`config.mk`:
```
export PLATFORM = sky130hd
export DESIGN_NAME = delay_profile_scheduler_flat
export DESIGN_NICKNAME = d
export VERILOG_FILES = /design/src/rtl/delay_profile_scheduler_if.sv /design/src/rtl/delay_profile_scheduler.sv /design/src/flat_wrapper.sv
export SDC_FILE = /design/constraint.sdc
export NUM_CORES = 1
export LEC_CHECK = 0
export CORE_AREA = 2 2 88 90
export DETAILED_ROUTE_END_ITERATION = 7
export DIE_AREA = 0 0 90 92
export GPL_TIMING_DRIVEN = 0
export PLACE_DENSITY = 0.76
export RECOVER_POWER = 100
export SLEW_MARGIN = 25
export SYNTH_ARGS = -nofsm -noshare
export SYNTH_HDL_FRONTEND = slang
export SYNTH_SLANG_ARGS = --single-unit
```
`constraint.sdc`:
```
create_clock -name clk -period 3.4 [get_ports clk]
set_clock_uncertainty 0.1 [all_clocks]
set_input_delay 0.68 -clock clk [delete_from_list [all_inputs] [get_ports clk]]
set_output_delay 0.68 -clock clk [all_outputs]
set_load 0.02 [all_outputs]
```
`src/rtl/delay_profile_scheduler_if.sv`:
```
// Control and status bundle between the delay-profile scheduler and the harness.
// The harness side (master) drives the controls; the scheduler side (slave) drives the profile.
interface delay_profile_scheduler_if #(
  parameter int NUM_ELEMENTS = 4,
  parameter int DWELL_WIDTH  = 16
);
  logic                      enable;
  logic [1:0]                mode;
  logic [2:0]                cfg_type;
  logic [DWELL_WIDTH-1:0]    dwell;
  logic [NUM_ELEMENTS-1:0]   elem_mask;
  logic                      frame_done;
  logic                      quiesce_ack;
  logic                      quiesce_req;
  logic [3*NUM_ELEMENTS-1:0] delay_type;
  logic                      new_values;
  logic                      busy;
  logic                      sweep_done;
  logic [7:0]                step_count;

  modport master (
    output enable, mode, cfg_type, dwell, elem_mask, frame_done, quiesce_ack,
    input  quiesce_req, delay_type, new_values, busy, sweep_done, step_count
  );

  modport slave (
    input  enable, mode, cfg_type, dwell, elem_mask, frame_done, quiesce_ack,
    output quiesce_req, delay_type, new_values, busy, sweep_done, step_count
  );
endinterface

```
`src/rtl/delay_profile_scheduler.sv`:
```
// Sequences delay_type profiles (fixed, min/typ/max sweep, periodic random) for the
// harness delay elements, gating every change behind a quiesce handshake.
//
// state   | meaning
// --------+----------------------------------------------------------
// S_IDLE  | waiting for enable; last applied profile is held
// S_REQ   | quiesce_req raised, waiting for quiesce_ack
// S_APPLY | one cycle: masked elements load next_type
// S_DWELL | counting frame_done pulses before the next request
// S_HOLD  | fixed profile applied; waiting for enable to drop
// S_DONE  | sweep finished; sweep_done held until enable drops
module delay_profile_scheduler #(
  parameter int         NUM_ELEMENTS = 4,
  parameter int         DWELL_WIDTH  = 16,
  parameter logic [2:0] DEFAULT_TYPE = 3'd0
) (
  input logic                    clk,
  input logic                    reset,
  delay_profile_scheduler_if.slave bus
);

  typedef enum logic [2:0] {
    S_IDLE, S_REQ, S_APPLY, S_DWELL, S_HOLD, S_DONE
  } state_t;

  localparam logic [1:0] MODE_SWEEP  = 2'd1;
  localparam logic [1:0] MODE_RANDOM = 2'd2;
  localparam logic [DWELL_WIDTH-1:0] DWELL_ONE = {{(DWELL_WIDTH-1){1'b0}}, 1'b1};

  state_t                    state;
  logic [1:0]                mode_q;
  logic [2:0]                cfg_q;
  logic [DWELL_WIDTH-1:0]    dwell_q;
  logic [DWELL_WIDTH-1:0]    dwell_cnt;
  logic [1:0]                sweep_idx;
  logic [3*NUM_ELEMENTS-1:0] delay_q;
  logic                      qreq_q;
  logic                      nv_q;
  logic                      busy_q;
  logic                      done_q;
  logic [7:0]                step_q;

  logic [2:0]                next_type;
  logic [DWELL_WIDTH-1:0]    dwell_eff;
  logic                      dwell_hit;

  always_comb begin
    next_type = 3'd0;
    case (mode_q)
      MODE_SWEEP:  next_type = {1'b0, sweep_idx} + 3'd1;
      MODE_RANDOM: next_type = 3'd4;
      default:     next_type = (cfg_q > 3'd4) ? 3'd0 : cfg_q;
    endcase
  end

  // A dwell of zero would never terminate, so it behaves as one frame.
  assign dwell_eff = (dwell_q == '0) ? DWELL_ONE : dwell_q;
  assign dwell_hit = (dwell_cnt + DWELL_ONE) >= dwell_eff;

  always_ff @(posedge clk) begin
    if (reset) begin
      state     <= S_IDLE;
      mode_q    <= 2'd0;
      cfg_q     <= 3'd0;
      dwell_q   <= '0;
      dwell_cnt <= '0;
      sweep_idx <= 2'd0;
      delay_q   <= {NUM_ELEMENTS{DEFAULT_TYPE}};
      qreq_q    <= 1'b0;
      nv_q      <= 1'b0;
      busy_q    <= 1'b0;
      done_q    <= 1'b0;
      step_q    <= 8'd0;
    end else begin
      nv_q <= 1'b0;
      case (state)
        S_IDLE: begin
          if (bus.enable) begin
            mode_q    <= bus.mode;
            cfg_q     <= bus.cfg_type;
            dwell_q   <= bus.dwell;
            step_q    <= 8'd0;
            sweep_idx <= 2'd0;
            state     <= S_REQ;
            qreq_q    <= 1'b1;
            busy_q    <= 1'b1;
          end
        end
        S_REQ: begin
          if (!bus.enable) begin
            state  <= S_IDLE;
            qreq_q <= 1'b0;
            busy_q <= 1'b0;
          end else if (bus.quiesce_ack) begin
            state <= S_APPLY;
          end
        end
        S_APPLY: begin
          for (int k = 0; k < NUM_ELEMENTS; k++) begin
            if (bus.elem_mask[k]) delay_q[3*k +: 3] <= next_type;
          end
          nv_q      <= 1'b1;
          qreq_q    <= 1'b0;
          dwell_cnt <= '0;
          if (step_q != 8'hFF) step_q <= step_q + 8'd1;
          if (mode_q == MODE_SWEEP) begin
            if (sweep_idx == 2'd2) begin
              state  <= S_DONE;
              busy_q <= 1'b0;
              done_q <= 1'b1;
            end else begin
              sweep_idx <= sweep_idx + 2'd1;
              state     <= S_DWELL;
            end
          end else if (mode_q == MODE_RANDOM) begin
            state <= S_DWELL;
          end else begin
            state  <= S_HOLD;
            busy_q <= 1'b0;
          end
        end
        S_DWELL: begin
          if (!bus.enable) begin
            state  <= S_IDLE;
            busy_q <= 1'b0;
          end else if (bus.frame_done) begin
            if (dwell_hit) begin
              state  <= S_REQ;
              qreq_q <= 1'b1;
            end else begin
              dwell_cnt <= dwell_cnt + DWELL_ONE;
            end
          end
        end
        S_HOLD: begin
          if (!bus.enable) state <= S_IDLE;
        end
        S_DONE: begin
          if (!bus.enable) begin
            state  <= S_IDLE;
            done_q <= 1'b0;
          end
        end
        default: state <= S_IDLE;
      endcase
    end
  end

  assign bus.quiesce_req = qreq_q;
  assign bus.delay_type  = delay_q;
  assign bus.new_values  = nv_q;
  assign bus.busy        = busy_q;
  assign bus.sweep_done  = done_q;
  assign bus.step_count  = step_q;

endmodule
```
`src/flat_wrapper.sv`:
```
// flat-port wrapper written by rule: the top's interface ports become plain ports
module delay_profile_scheduler_flat 
#(
  parameter int         NUM_ELEMENTS = 4,
  parameter int         DWELL_WIDTH  = 16,
  parameter logic [2:0] DEFAULT_TYPE = 3'd0
)
  (clk, reset, bus_enable, bus_mode, bus_cfg_type, bus_dwell, bus_elem_mask, bus_frame_done, bus_quiesce_ack, bus_quiesce_req, bus_delay_type, bus_new_values, bus_busy, bus_sweep_done, bus_step_count);
  delay_profile_scheduler_if #(.NUM_ELEMENTS(NUM_ELEMENTS), .DWELL_WIDTH(DWELL_WIDTH)) bus_i ();
  input logic clk;
  input logic reset;
  input wire logic [$bits(bus_i.enable)-1:0] bus_enable;
  input wire logic [$bits(bus_i.mode)-1:0] bus_mode;
  input wire logic [$bits(bus_i.cfg_type)-1:0] bus_cfg_type;
  input wire logic [$bits(bus_i.dwell)-1:0] bus_dwell;
  input wire logic [$bits(bus_i.elem_mask)-1:0] bus_elem_mask;
  input wire logic [$bits(bus_i.frame_done)-1:0] bus_frame_done;
  input wire logic [$bits(bus_i.quiesce_ack)-1:0] bus_quiesce_ack;
  output wire logic [$bits(bus_i.quiesce_req)-1:0] bus_quiesce_req;
  output wire logic [$bits(bus_i.delay_type)-1:0] bus_delay_type;
  output wire logic [$bits(bus_i.new_values)-1:0] bus_new_values;
  output wire logic [$bits(bus_i.busy)-1:0] bus_busy;
  output wire logic [$bits(bus_i.sweep_done)-1:0] bus_sweep_done;
  output wire logic [$bits(bus_i.step_count)-1:0] bus_step_count;
  assign bus_i.enable = bus_enable;
  assign bus_i.mode = bus_mode;
  assign bus_i.cfg_type = bus_cfg_type;
  assign bus_i.dwell = bus_dwell;
  assign bus_i.elem_mask = bus_elem_mask;
  assign bus_i.frame_done = bus_frame_done;
  assign bus_i.quiesce_ack = bus_quiesce_ack;
  assign bus_quiesce_req = bus_i.quiesce_req;
  assign bus_delay_type = bus_i.delay_type;
  assign bus_new_values = bus_i.new_values;
  assign bus_busy = bus_i.busy;
  assign bus_sweep_done = bus_i.sweep_done;
  assign bus_step_count = bus_i.step_count;
  delay_profile_scheduler #(.NUM_ELEMENTS(NUM_ELEMENTS), .DWELL_WIDTH(DWELL_WIDTH), .DEFAULT_TYPE(DEFAULT_TYPE)) u_core (.clk(clk), .reset(reset), .bus(bus_i));
endmodule
```
# --- Yosys cells after proc, flatten, opt, wreduce, memory -nomap -nowiden ---
# Cells that the tools add are included.
word_totals:
  ff_bits: 66
  inputBits: 30
op_classes:
  addsub: 4
  n_lt_le_gt_ge: 2
  n_eq_ne: 27
  mux: 39
  reduce_logical: 21
op_table:
  columns: ["cell", "count"]
  rows:
  - ["$mux 16", 4]
  - ["$mux 3", 11]
  - ["$pmux 16 s2", 1]
  - ["$ne 2x2->1 const B", 9]
  - ["$add 16x1->16 const B", 1]
  - ["$ge 16x16->1", 1]
  - ["$logic_not 16->1", 1]
  - ["$mux 8", 2]
  - ["$pmux 8 s2", 1]
  - ["$pmux 3 s5", 1]
  - ["$reduce_and 4->1", 3]
  - ["$mux 1", 11]
  - ["$reduce_and 2->1", 5]
  - ["$reduce_and 5->1", 2]
  - ["$ne 3x3->1 const B", 3]
  - ["$add 8x1->8 const B", 1]
  - ["$ne 2x1->1 const B", 4]
  - ["$ne 8x8->1 const B", 1]
  - ["$eq 3x2->1 const B", 2]
  - ["$eq 3x3->1 const B", 2]
  - ["$mux 2", 3]
  - ["$ne 3x2->1 const B", 2]
  - ["$pmux 3 s2", 1]
  - ["$reduce_and 6->1", 1]
  - ["16 further kinds", 20]

# --- Depth between registers and ports, before layout ---
depth:
  word_depth: 7
  mapped_depth: 14
  ltp_nobuf: 12

# --- Worst setup path before layout ---
# Ideal clock, no wire load.
synth_path:
  kind: "register -> register"
  startpoint: "register u_core.dwell_cnt[2]"
  endpoint: "register u_core.dwell_cnt[13]"
  arrival_time_ps: 3418
  required_ps: 3238
  path_slack_ps: -179
  path_stages_with_launch: 15
  synth_period_minus_slack_ps: 3579
  cell_sequence: "dfxtp_1 nand4_1 nor3_1 and3_1 clkbuf_1 nand3_1 xnor2_1 ha_1 nand4_2 nor3_2 or4b_4 and3_4 buf_6 or4b_1 nand3_1"
synth_via:
  elab_chain_cells: 5
  elab_cells_between_ends: 8
  cone_classes: "add/sub: 1; order compare: 1; eq/ne: 1; mux: 4; reduce/logical: 1"
synth_lines:
  columns: ["element", "line_no", "source"]
  rows:
  - ["from (decl)", "delay_profile_scheduler.sv:34", "logic [DWELL_WIDTH-1:0] dwell_cnt;"]
  - ["from (signal assigned)", "delay_profile_scheduler.sv:131", "dwell_cnt <= dwell_cnt + DWELL_ONE;"]
  - ["$add 16x1->16 *", "delay_profile_scheduler.sv:58, delay_profile_scheduler.sv:131", null]
  - ["parallel branches: the longest is 4 deep, another holds $ge 16x16->1", null, null]
# Mark *: on every way between the ends. The select of a mux whose other input is x is not followed.
# A chain may end at the register's enable or synchronous reset.

# --- Final worst setup path ---
layout_path:
  startpoint: "register u_core.dwell_cnt[0]"
  endpoint: "register u_core.dwell_cnt[13]"
# The elaborated chain is that of the path after synthesis.

==> reports/metrics.cfg <==
[placed_design]
gp_congestion = 0.844
port_buffers = 53
dpl.hpwl_mm = 6.66

[outcome]
status = finished, violations left
violations = setup timing

[clock_network]
clock_latency_ps = 360
cts_tree = built
cts_htree_levels = 3
numCtsBuffers = 9
clockBufferDepth = 2
postCtsHoldBufs = 0
cts_sinks = 66
clk_pin_slew_ps = 70
root_buffer = clkbuf_8

[synth]
synth_edf_count = 0
synth_area_per_cell_um2 = 7.88
synth_nets = 501
ys_seq_area_share_pct = 37.3
syn_area_um2 = 3540
async_reset_ff_share_pct = 0
synth_top_flop_cell = dfxtp_1
ys_warn_count = 0
synth.distinct_cells = 56
ys_ff_latch = 66
synthCells = 449

[critical_path]
critical_path_required_ps = 3590
critPathLaunchType = flip-flop
worstSetupPathType = reg2reg
rr_startpoint = u_core.dwell_cnt[0]
startpoint = u_core.dwell_cnt[0]
critPathMaxFanout = 6
cp-end-kind = flip-flop
cp_data_arrival_time_ps = 3670

[power]
p_per_area_nw_per_um2 = 509
power_frac_seq_pct = 37.6
internal_power_uw = 1570
combPwrFrac_pct = 35.3
switching_power_uw = 849
leakage_uw = 0.00188
swShare_pct = 35.1
ir_drop_v = 0.000244
clock_power_share_pct = 27.1

[flow_run]
drv_cap = 0

[sta]
finalSetupViolations = 7
final_max_slew_viol_count = 0
fmax_ghz = 0.288
worst_pin_slew_ps = 642
slew_headroom_pct = 57.0
fin_crit_sh_pct = 102
postLayoutSetupSlackWorst_ps = -75.1
hold_viol_final = 0
final.min_clock_period_ps = 3480
rsz0062_at_grt = true
final.setup.tns_ps = -251

[floorplan]
design.die.area_um2 = 8280
boundaryPins = 54
std_cell_rows = 32
core_area_um2 = 7450
dieWidth_um = 90
floorplan.initialDensity_pct = 47.5
die_y_um = 92

[global_routing]
overflow = 0
grt_pass1_wl_mm = 15.7
grt_pass1_vias = 3311
grt_max_degree = 11
antenna_found_initial = 0
grt_util_all_layers_pct = 23.3

[layout]
fill_cells = 645
layout-drive-gt1-share_pct = 13.6
most-common-layout-cells = 71 x nand2_1, 57 x dfxtp_1, 37 x nor2_1, 37 x a21oi_1
final_core_util_pct = 64.0
diodes = 0
final_nets = 584
area_growth_pct = 34.6
final_common_cell = nand2_1

[route]
dr.pass1.iters = 5
drc = 0
vias = 3597
vias_per_cell = 5.64
drt_iter0_markers = 227
ant_nets = 0
finalWirelength_mm = 9.86
drt-wirelength-per-cell_um = 15.5

[hold_path]
min-delay-path-class = reg2reg
worstHoldStart = u_core.bus.quiesce_req

==> worst paths after layout <==
check	cells after the start	slack [ps]	end
hold / removal	2	360	u_core.bus.quiesce_req
setup / recovery	12	-80	u_core.dwell_cnt[13]
hold reg to reg	2	360	u_core.bus.quiesce_req
setup reg to reg	12	-80	u_core.dwell_cnt[13]
==> metrics by stage <==
step                      setup slack [ps]  hold slack, ps  power [uW]  cells  instance area (um2)
after floorplan                       5.36             336        1430    449                 3550
after global placement                -419             353        1660    604                 4210
after detailed placement              -456             356        1680    604                 4210
after CTS                             9.64             370        2350    626                 4550
after global routing                  -177             377        2550    638                 4760
final                                -75.1             362        2420    638                 4760
==> power groups by stage <==
stage,clock network (uW),logic (uW),registers (uW)
5_1_grt,686,944,920
4_1_cts,654,784,915
3_3_place_gp,0,729,930
6_report,656,856,911
3_5_place_dp,0,744,933
2_1_floorplan,0,471,960
==> sequential cells by signal, summed over array words and instances (netlist names) <==
register / cells
u_core.bus.busy: 1
u_core.bus.delay_type: 12
u_core.bus.new_values: 1
u_core.bus.quiesce_req: 1
u_core.bus.step_count: 8
u_core.bus.sweep_done: 1
u_core.cfg_q: 3
u_core.dwell_cnt: 16
u_core.dwell_q: 16
u_core.mode_q: 2
u_core.state: 3
u_core.sweep_idx: 2
==> synthesized netlist by cell type (2+ instances only) <==
master	instances	share of area, %
nand2_1	73	7.7
dfxtp_1	66	37
nor2_1	38	4.0
a21oi_1	37	5.2
clkbuf_1	27	2.9
inv_1	23	2.4
ha_1	22	7.8
o21ai_0	21	3.0
a211oi_1	14	3.0
xor2_1	13	3.2
nand3_1	12	1.7
nor3_1	12	1.7
nand4_1	8	1.4
o211ai_1	8	1.7
a31oi_1	6	1.1
and3_1	6	1.1
xnor2_1	6	1.5
nand2b_1	4	0.71
mux2i_1	3	0.85
nor4_1	3	0.53
or3_1	3	0.53
a221oi_1	2	0.49
a311oi_1	2	0.49
a31o_1	2	0.49
and2_1	2	0.35
and4_1	2	0.49
nor2b_1	2	0.35
nor3b_1	2	0.42
o21a_1	2	0.42
o31ai_1	2	0.42
==> cells by family (layout without fill, tap and decap cells) <==
group	after synthesis	after routing	share of synthesized area, %
AOI/OAI and AO/OA	108	108	19.2
xor gates and xnor gates	19	19	4.70
adders and majority gates	22	22	7.78
buffers and inverters	51	136	5.62
DFF	66	66	37.3
muxes	4	4	1.17
and+or+nand+nor	179	181	24.2
==> timing repair <==
| item | 4_1_cts | 5_1_grt |
|---|---|---|
| resized for setup | 27 | 36 |
| pin swaps | 7 | 18 |
| gates cloned | 0 | 3 |
| endpoints found under the setup margin | 19 | 19 |
| buffers inserted | 9 | 10 |
==> critical path: stages (launching register included) <==
cell     delay, ps
dfxtp_4        390
nand4_1        170
nor3_4         250
and3_4         240
nand3_4         90
xnor2_2        180
ha_1           340
nand4_4        120
nor3_2         190
or4b_4         510
and3_4         220
or4b_1         530
nand3_1         80
==> routing by layer <==
metal	vias to the layer above	track usage (%)	wire length (um)
li1	1753	-	-
met1	1697	29.9	4260
met2	124	39.3	4850
met3	23	3.37	540
met4	0	9.87	207
met5	-	0	0
==> layout make-up <==
class,instances,area [um2],share of cell area [%]
multi-input cells,334,2220,46.7
flip-flops and latches,66,1350,28.3
repair buffers,73,688,14.4
clock buffers,13,149,3.13
well taps,102,128,2.68
plain buffers,25,101,2.13
inverters,23,86.3,1.81
clock inverters,2,37.5,0.788
Power figures use the tool's default switching activity.
